--- src/rtl/uart_pkg.sv ---
// Shared UART definitions: FSM state encoding, default bit timing and parity modes.
// Imported by both the transmitter and the receiver.
package uart_pkg;

  typedef enum logic [2:0] {
    IDLE,
    START,
    DATA,
    PARITY,
    STOP
  } uart_state_t;

  localparam int unsigned CLKS_PER_BIT_DEFAULT = 1250;  // 12 MHz / 9600 baud
  localparam int unsigned DATA_BITS            = 8;

  localparam int unsigned PARITY_MODE_EVEN = 0;
  localparam int unsigned PARITY_MODE_ODD  = 1;

  function automatic int unsigned frame_bits(input int unsigned parity_en,
                                             input int unsigned stop_bits);
    return 1 + DATA_BITS + parity_en + stop_bits;
  endfunction

endpackage

--- src/rtl/uart_tx_if.sv ---
// Byte-level valid/ready handshake between a requester and the UART transmitter.
interface uart_tx_if;

  logic [7:0] tx_data;
  logic       tx_valid;
  logic       tx_ready;

  modport master (output tx_data, output tx_valid, input tx_ready);
  modport slave  (input tx_data, input tx_valid, output tx_ready);

endinterface

--- src/rtl/uart_baud_gen.sv ---
// Bit-period counter: counts 0..CLKS_PER_BIT-1, pulses bit_tick on the final count.
// restart holds the counter at zero so the first period starts cleanly.
module uart_baud_gen
  import uart_pkg::*;
#(
  parameter  int unsigned CLKS_PER_BIT = CLKS_PER_BIT_DEFAULT,
  localparam int unsigned CW           = (CLKS_PER_BIT > 1) ? $clog2(CLKS_PER_BIT) : 1
) (
  input  logic          clk,
  input  logic          rst,
  input  logic          restart,
  output logic          bit_tick,
  output logic [CW-1:0] count
);

  assign bit_tick = (count == CW'(CLKS_PER_BIT - 1));

  always_ff @(posedge clk) begin
    if (rst || restart || bit_tick) begin
      count <= '0;
    end else begin
      count <= count + 1'b1;
    end
  end

endmodule

--- src/rtl/uart_tx.sv ---
// UART transmitter: accepts a byte over valid/ready and sends it LSB first with
// optional parity and one or two stop bits; tx and tx_done are registered.
module uart_tx
  import uart_pkg::*;
#(
  parameter int unsigned CLKS_PER_BIT = CLKS_PER_BIT_DEFAULT,
  parameter int unsigned PARITY_EN    = 0,
  parameter int unsigned PARITY_ODD   = PARITY_MODE_EVEN,
  parameter int unsigned STOP_BITS    = 1
) (
  input  logic     clk,
  input  logic     rst,
  uart_tx_if.slave tx_if,
  output logic     tx,
  output logic     tx_busy,
  output logic     tx_done
);

  localparam int unsigned CW  = (CLKS_PER_BIT > 1) ? $clog2(CLKS_PER_BIT) : 1;
  localparam logic        ODD = (PARITY_ODD == PARITY_MODE_ODD);

  uart_state_t state, state_d;

  logic [7:0]    shift_q, shift_d;
  logic [2:0]    bit_idx, bit_idx_d;
  logic          par_q, par_d;
  logic          tx_d, done_d;
  logic          accept, bit_tick;
  logic          last_data, last_stop, pre_tick;
  logic [CW-1:0] baud_cnt;

  assign tx_if.tx_ready = (state == IDLE) && !rst;
  assign accept         = tx_if.tx_valid && tx_if.tx_ready;
  assign tx_busy        = (state != IDLE);
  assign last_data      = (bit_idx == 3'(DATA_BITS - 1));
  assign last_stop      = (bit_idx == 3'(STOP_BITS - 1));
  assign pre_tick       = (baud_cnt == CW'(CLKS_PER_BIT - 2));

  uart_baud_gen #(
    .CLKS_PER_BIT(CLKS_PER_BIT)
  ) u_baud (
    .clk     (clk),
    .rst     (rst),
    .restart (state == IDLE),
    .bit_tick(bit_tick),
    .count   (baud_cnt)
  );

  always_ff @(posedge clk) begin
    if (rst) begin
      state   <= IDLE;
      shift_q <= '0;
      bit_idx <= '0;
      par_q   <= 1'b0;
      tx      <= 1'b1;
      tx_done <= 1'b0;
    end else begin
      state   <= state_d;
      shift_q <= shift_d;
      bit_idx <= bit_idx_d;
      par_q   <= par_d;
      tx      <= tx_d;
      tx_done <= done_d;
    end
  end

  always_comb begin
    state_d = state;
    unique case (state)
      IDLE:    if (accept) state_d = START;
      START:   if (bit_tick) state_d = DATA;
      DATA:    if (bit_tick && last_data) state_d = (PARITY_EN != 0) ? PARITY : STOP;
      PARITY:  if (bit_tick) state_d = STOP;
      STOP:    if (bit_tick && last_stop) state_d = IDLE;
      default: state_d = IDLE;
    endcase
  end

  // Datapath next values; the bit index is reused to count stop bits.
  always_comb begin
    shift_d   = shift_q;
    bit_idx_d = bit_idx;
    par_d     = par_q;
    unique case (state)
      IDLE: begin
        bit_idx_d = '0;
        if (accept) begin
          shift_d = tx_if.tx_data;
          par_d   = (^tx_if.tx_data) ^ ODD;
        end
      end
      DATA: begin
        if (bit_tick) begin
          shift_d   = {1'b0, shift_q[7:1]};
          bit_idx_d = bit_idx + 3'd1;
        end
      end
      STOP: begin
        if (bit_tick) bit_idx_d = last_stop ? 3'd0 : bit_idx + 3'd1;
      end
      default: ;
    endcase
  end

  // Outputs are derived from next-cycle values so the registers change on the same
  // edge as the state; tx_done is armed one clock before the final stop clock.
  always_comb begin
    tx_d = 1'b1;
    unique case (state_d)
      START:   tx_d = 1'b0;
      DATA:    tx_d = shift_d[0];
      PARITY:  tx_d = par_d;
      default: tx_d = 1'b1;
    endcase
    done_d = (state == STOP) && pre_tick && last_stop;
  end

endmodule

--- src/flat_wrapper.sv ---
// flat-port wrapper written by rule: the top's interface ports become plain ports
module uart_tx_flat import uart_pkg::*;
#(
  parameter int unsigned CLKS_PER_BIT = CLKS_PER_BIT_DEFAULT,
  parameter int unsigned PARITY_EN    = 0,
  parameter int unsigned PARITY_ODD   = PARITY_MODE_EVEN,
  parameter int unsigned STOP_BITS    = 1
)
  (clk, rst, tx, tx_busy, tx_done, tx_if_tx_data, tx_if_tx_valid, tx_if_tx_ready);
  uart_tx_if tx_if_i ();
  input  logic clk;
  input  logic rst;
  output logic tx;
  output logic tx_busy;
  output logic tx_done;
  input wire logic [$bits(tx_if_i.tx_data)-1:0] tx_if_tx_data;
  input wire logic [$bits(tx_if_i.tx_valid)-1:0] tx_if_tx_valid;
  output wire logic [$bits(tx_if_i.tx_ready)-1:0] tx_if_tx_ready;
  assign tx_if_i.tx_data = tx_if_tx_data;
  assign tx_if_i.tx_valid = tx_if_tx_valid;
  assign tx_if_tx_ready = tx_if_i.tx_ready;
  uart_tx #(.CLKS_PER_BIT(CLKS_PER_BIT), .PARITY_EN(PARITY_EN), .PARITY_ODD(PARITY_ODD), .STOP_BITS(STOP_BITS)) u_core (.clk(clk), .rst(rst), .tx_if(tx_if_i), .tx(tx), .tx_busy(tx_busy), .tx_done(tx_done));
endmodule
--- config.mk ---
export PLATFORM = sky130hd
export DESIGN_NAME = uart_tx_flat
export DESIGN_NICKNAME = d
export VERILOG_FILES = /design/src/rtl/uart_pkg.sv /design/src/rtl/uart_tx_if.sv /design/src/rtl/uart_baud_gen.sv /design/src/rtl/uart_tx.sv /design/src/flat_wrapper.sv
export SDC_FILE = /design/constraint.sdc
export NUM_CORES = 1
export LEC_CHECK = 0
export ABC_AREA = 1
export BUFFER_PORTS_ARGS = -buffer_cell sky130_fd_sc_hd__buf_2
export CAP_MARGIN = 20
export CORE_ASPECT_RATIO = 1.5
export CORE_MARGIN = 2
export CORE_UTILIZATION = 55
export DETAILED_ROUTE_END_ITERATION = 12
export PLACE_DENSITY = 0.75
export SLEW_MARGIN = 20
export SYNTH_ARGS = -nofsm -noshare
export SYNTH_HDL_FRONTEND = slang
export SYNTH_HIERARCHICAL = 1
export SYNTH_SLANG_ARGS = --single-unit
export TNS_END_PERCENT = 5
--- constraint.sdc ---
create_clock -name clk -period 1.84 [get_ports clk]
set_input_delay 0.368 -clock clk [delete_from_list [all_inputs] [get_ports clk]]
set_output_delay 0.368 -clock clk [all_outputs]
set_load 0.01 [all_outputs]
==> flow_summary_export.csv, run 1 <==
group,metric,value,unit
pwr,power.internal,0.860,mW
route,vias,1524,
global_route,busiest_layer,"met2",
worst_setup_path,arrival,1810,ps
sta,final_hold_viol_count,0,
clock_tree,cts-root-buf,"clkbuf_8",
layout,diodes,0,
worst_setup_path,startpoint_type,"register",
sta,tightest_slew,313,ps
layout,fin_nets,287,
pwr,p_comb_share,11.7,%
worst_setup_path,path_class,"register to register",
pwr,switching_share,24.3,%
pwr,p_switching,0.276,mW
yosys,synth_top_area_share,34.5,%
placement,numPortBuffers,14,
sta,drv_slew,0,
yosys,syn_area,0.00162,sq mm
run_status,status,"finished, final reports clean",
clock_tree,cts.path.max_buffers,2,
clock_tree,clkSlewWorstSetupHoldPaths,90,ps
global_route,met3_usage,1.28,%
pwr,p_seq_share,55.3,%
global_route,grt_pass1_wl,5.80,mm
layout,fillers,291,
hold_path,min_path_type,"input pin to register",
worst_setup_path,cp_top_family,"simple AND/OR/NAND/NOR gates",
floorplanning,coreArea,0.00285,sq mm
global_route,grtUsageMet2,43.4,%
yosys,syn_area_per_cell,6.49,sq um
yosys,synth_area_leader_cell,"dfxtp_1",
floorplanning,initial_utilization,56.9,%
yosys,ys_ff_latch,28,
route,antenna_left,0,
route,route.detailed.drc,0,
worst_setup_path,cp_num_buf_inv,2,
clock_tree,insertion_delay,270,ps
global_route,antenna_found_initial,0,
clock_tree,numCtsBuffers,3,
worst_setup_path,critPathMaxStageDelay,370,ps
sta,max_freq,621,MHz
worst_setup_path,crit_slowest_cell,"dfxtp_1",
worst_setup_path,crit_path_end_kind,"register",
clock_tree,clock_sinks,28,
pwr,total_leakage_power,0.844,nW
sta,maxSlewHeadroom,79.1,%
sta,fin_setup_tns,0,ps
pwr,ir_drop,479,uV
global_route,grt_usage,21.2,%
global_route,grt_pass1_vias,1435,
floorplanning,boundaryPins,15,
yosys,yosys_warnings,6,
route,dr.first_iter.drc_count,13,
clock_tree,cts_tree,"built",
sta,finalSetupViolCount,0,
pwr,power.total,1.14,mW
global_route,grt_max_degree,18,
placement,dp_hpwl,2.54,mm
job,cap_violations,0,
route,viasPerCell,4.93,
route,routed_wl,3.22,mm
pwr,clockPowerShare,33.1,%
floorplanning,die_x,48.4,um
pwr,p_per_area,624,mW/mm^2
clock_tree,ctsHtreeMaxLevel,1,
worst_setup_path,critPathRequiredTime,2040,ps
sta,skew,3.76,ps
sta,post-route-period-util,87.5,%
floorplanning,num_rows,24,
floorplanning,die_height,70.5,um
yosys,syn_nets,266,
route,first_pass_iters,4,
placement,place_inst,305,
clock_tree,cts-hold-fix-buffers,0,
route,wl_per_cell,10.4,um
global_route,gr-usage-met1,21.8,%
layout,drive_above_1_share,14.8,%
yosys,ys_types,32,
global_route,grt.overflow.total,0,
placement,place_congestion,0.842,
clock_tree,postCtsSetupBuffers,0,
worst_setup_path,crit_fanout,7,
worst_setup_path,r2r_setup_slack,230,ps
floorplanning,die_area,0.00341,sq mm
yosys,synthCells,250,
sta,grt_setup_unrepaired,"false",
yosys,seq_area_frac_synth,34.5,%
yosys,synth_area_leaders,"dfxtp_1 35%, nand2_1 21%, inv_1 7.9%",
layout,areaGrowthSynthToFinish,12.2,%
layout,final_cells,309,
worst_setup_path,crit_chain,"inv_1, ha_1, nand3_1, nor2_4, nand3_1, inv_2, nor2_4, nand2_1, a31oi_1",
sta,min_period,1610,ps
path summary, 6_finish.rpt:
| kind | end | from | depth (start not counted) |
|---|---|---|---|
| worst min-delay path | u_core/shift_q[7] | tx_if_tx_data[7] | 3 |
| worst max register to register | u_core/shift_q[5] | u_core/u_baud/count[1] | 9 |
| worst min register to register | u_core/u_baud/count[0] | u_core/u_baud/count[0] | 1 |
| worst max-delay path | u_core/shift_q[5] | u_core/u_baud/count[1] | 9 |
state kept, by name, summed over array words and instances, names as in the netlist:
name	cells
u_core/tx	1
u_core/tx_done	1
u_core/state	3
u_core/u_baud/count	11
u_core/bit_idx	3
u_core/par_q	1
u_core/shift_q	8
power groups by stage:
stage	registers, mW	clock network, mW	logic, mW
floorplan	0.641	0	0.0934
global placement	0.642	0	0.133
detailed placement	0.642	0	0.134
CTS	0.628	0.388	0.134
global route	0.630	0.419	0.155
finish	0.628	0.376	0.133
metrics by stage:
step           hold slack (ps)  util (%)  setup WS [ps]  instance area [sq um]
5_1_grt                    388      63.8           31.2                   1820
6_report                   367      63.8            230                   1820
4_1_cts                    361      63.5            121                   1810
3_5_place_dp               462      61.6            134                   1760
2_1_floorplan              439         -            209                   1620
3_3_place_gp               452      61.6            204                   1760
what timing repair did:
action                                  in CTS  in global routing
resized for setup                            0                  3
hold endpoints to repair                     0                  0
endpoints found under the setup margin       0                  4
final cells by class:
| cell class | instances | area, sq um | share of cell area [%] |
|---|---|---|---|
| clock buffers | 4 | 55.1 | 3.02 |
| well taps | 39 | 48.8 | 2.68 |
| repair buffers | 18 | 100 | 5.50 |
| flip-flops and latches | 28 | 562 | 30.9 |
| multi-input cells | 182 | 910 | 50.0 |
| inverters | 38 | 145 | 7.97 |
routing by layer:
layer | up-vias | wire (um) | part of all wire (%)
met1 | 678 | 1270 | 40
met4 | 0 | 43 | 1.3
li1 | 819 | - | -
met3 | 4 | 68 | 2.1
met2 | 23 | 1830 | 57
met5 | - | 0 | 0
cell usage after synthesis:
cell,count
a31oi_1,6
nor3_2,1
xnor2_1,2
or2_1,1
inv_4,1
or4_1,1
a21oi_1,6
nor3_1,1
nand2_2,2
ha_1,5
nand4_1,1
nand3_1,18
o21ai_0,1
nor4_1,1
inv_2,3
o21ai_4,1
nand4_4,1
nand2_1,90
nor4b_1,1
nor2_4,2
a211oi_1,1
inv_1,34
nand3_2,1
nor2_1,30
o21ai_2,1
nor2_2,3
xor2_1,3
clkbuf_1,1
dfxtp_1,28
nand3b_1,1
buf_6,1
o211ai_1,1
cells in the final DEF (no fill, tap or decap), types with 2 or more instances in the layout:
cell      count
nand3_1      18
inv_1        34
buf_2        14
a31oi_1       6
nor2_4        3
ha_1          5
clkbuf_8      4
a21oi_1       6
buf_4         4
inv_2         3
dfxtp_1      27
xor2_1        3
nand2_2       2
nor2_2        3
nor2_1       29
xnor2_1       2
nand2_1      90
worst min-delay path: cells and delay by family:
kind	cells	cell delay, ps
simple gates	1	60
compound gates	1	50
buf+inv	1	120
logic make-up after synthesis:
kind of cell | Yosys count | synth area share [%]
adders and majority gates | 5 | 3.86
xor gates and xnor gates | 5 | 2.70
AOI/OAI and AO/OA | 17 | 6.94
and+or+nand+nor | 155 | 42.1
DFF | 28 | 34.5
buffers and inverters | 40 | 9.87
No activity file was read; power rests on OpenSTA's default activity.
==> run 2: changes to the inputs <==
--- a/config.mk
+++ b/config.mk
@@ -8,7 +8,6 @@
 export ABC_AREA = 1
 export BUFFER_PORTS_ARGS = -buffer_cell sky130_fd_sc_hd__buf_2
 export CAP_MARGIN = 20
-export CORE_ASPECT_RATIO = 1.5
 export CORE_MARGIN = 2
 export CORE_UTILIZATION = 55
 export DETAILED_ROUTE_END_ITERATION = 12
==> flow_summary_export.csv, run 2 (same netlist as run 1, synthesis figures left out) <==
group,metric,value,unit
placement,place_congestion,0.930,
clock_tree,numCtsBuffers,3,
clock_tree,cts_resized,0,
worst_setup_path,startpoint,"u_core/u_baud/count[0]",
pwr,total_leakage_power,0.831,nW
worst_setup_path,crit_slowest_cell,"dfxtp_1",
sta,skew,6.67,ps
route,first_pass_iters,4,
global_route,grt_max_degree,16,
pwr,ir_drop,539,uV
worst_setup_path,cp_top_family,"simple AND/OR/NAND/NOR gates",
run_status,status,"finished, final reports clean",
worst_setup_path,cp_num_cells,8,
pwr,p_per_area,595,mW/mm^2
floorplanning,boundaryPins,15,
layout,largest_reg_flops,11,
layout,final_cells,300,
sta,drv_slew,0,
clock_tree,clkSlewWorstSetupHoldPaths,150,ps
floorplanning,num_rows,19,
placement,place_inst,296,
floorplanning,initial_utilization,58.3,%
sta,max_freq,586,MHz
sta,min_period,1710,ps
clock_tree,cts_tree,"built",
sta,post-route-period-util,92.7,%
clock_tree,clock_sinks,28,
layout,fin_area,0.00178,sq mm
route,vias,1495,
route,route.detailed.drc,0,
worst_setup_path,r2r_setup_slack,130,ps
layout,diodes,0,
sta,fin_setup_tns,0,ps
hold_path,min_path_type,"input pin to register",
global_route,grt_pass1_wl,5.35,mm
clock_tree,ctsHtreeMaxLevel,1,
layout,top_regs,"u_core/u_baud/count: 11 flops, u_core/shift_q: 8 flops",
worst_setup_path,crit_fanout,5,
floorplanning,coreArea,0.00278,sq mm
sta,final_hold_viol_count,0,
layout,fillers,275,
layout,areaGrowthSynthToFinish,9.64,%
layout,fin_nets,286,
hold_path,whs_path_depth,3,
global_route,grt_usage,19.9,%
route,viasPerCell,4.98,
placement,numPortBuffers,14,
layout,drive_above_1_share,14.5,%
worst_setup_path,crit_top_cell,"nand3_1",
clock_tree,insertion_delay,320,ps
global_route,grt.overflow.total,0,
job,cap_violations,0,
route,antenna_left,0,
sta,finalSetupViolCount,0,
sta,maxSlewHeadroom,75.1,%
hold_path,hold_start,"tx_if_tx_data[7]",
global_route,grt_pass1_vias,1320,
layout,regMostFlops,"u_core/u_baud/count",
clock_tree,cts-hold-fix-buffers,0,
placement,placed_area,0.00174,sq mm
worst_setup_path,crit_chain,"ha_1, nand3_1, nor2_2, inv_1, o21ai_0, o211ai_1, nor2_1, nand3_1",
worst_setup_path,arrival,1930,ps
route,wl_per_cell,10.3,um
worst_setup_path,cp_num_buf_inv,1,
placement,dp_hpwl,2.38,mm
global_route,antenna_found_initial,0,
worst_setup_path,path_class,"register to register",
layout,layout_common_cells,"90 x nand2_1, 34 x inv_1, 29 x nor2_1",
sta,tightest_slew,369,ps
floorplanning,die_area,0.00340,sq mm
worst_setup_path,critPathRequiredTime,2070,ps
pwr,power.total,1.06,mW
layout,final_common_cell,"nand2_1",
clock_tree,postCtsSetupBuffers,0,
worst_setup_path,crit_path_end_kind,"register",
floorplanning,die_height,58.3,um
clock_tree,cts-root-buf,"clkbuf_4",
clock_tree,cts.path.max_buffers,2,
layout,fin_util,64.0,%
worst_setup_path,r2r_start,"u_core/u_baud/count[0]",
worst_setup_path,critPathMaxStageDelay,410,ps
worst_setup_path,startpoint_type,"register",
floorplanning,die_x,58.3,um
route,routed_wl,3.08,mm
worst_setup_path,ff2ff_path_depth,8,
route,dr.first_iter.drc_count,58,
## run 2: changes by cell type in the layout (fill, tap and decap cells not counted), sizes merged
| cell | before | now |
|---|---|---|
| buf | 18 | 17 |
## run 2: where the power goes
| group | internal (mW) | switching (mW) |
|---|---|---|
| Sequential | 0.621 | 0.00788 |
| Clock | 0.121 | 0.173 |
| Combinational | 0.0485 | 0.0870 |
## run 2: path summary, 6_finish.rpt
| check | end |
|---|---|
| max | u_core/tx |
| min | u_core/shift_q[7] |
| max reg2reg | u_core/tx |
| min reg2reg | u_core/shift_q[7] |
## run 2: per-stage QoR
step | worst slack, ps | hold WS (ps)
finish | 134 | 304
global route | -2.97 | 275
CTS | 125 | 295
detailed placement | 145 | 461
global placement | 227 | 461
floorplan | 209 | 439
## run 2: per-layer routing
metal,GRT usage [%],vias to the layer above,share of wire (%)
met3,3.96,2,3.3
met2,33.1,25,46
li1,-,814,-
met1,26.6,654,50
met4,4.65,0,0.62
met5,0,-,0
## run 2: cell type report
cell class                 count  area [sq um]  share of cell area (%)
inverter                      38           145                    8.16
timing repair buffer          17          92.6                    5.20
sequential                    28           562                    31.6
multi-input combinational    182           905                    50.8
clock buffer                   4          36.3                    2.04
tap                           31          38.8                    2.18
## run 2: worst min-delay path: cells and delay by family
kind                   cells  cell delay, ps
AND/OR/NAND/NOR            1              60
buffers and inverters      1             120
AO/OA/AOI/OAI              1              50
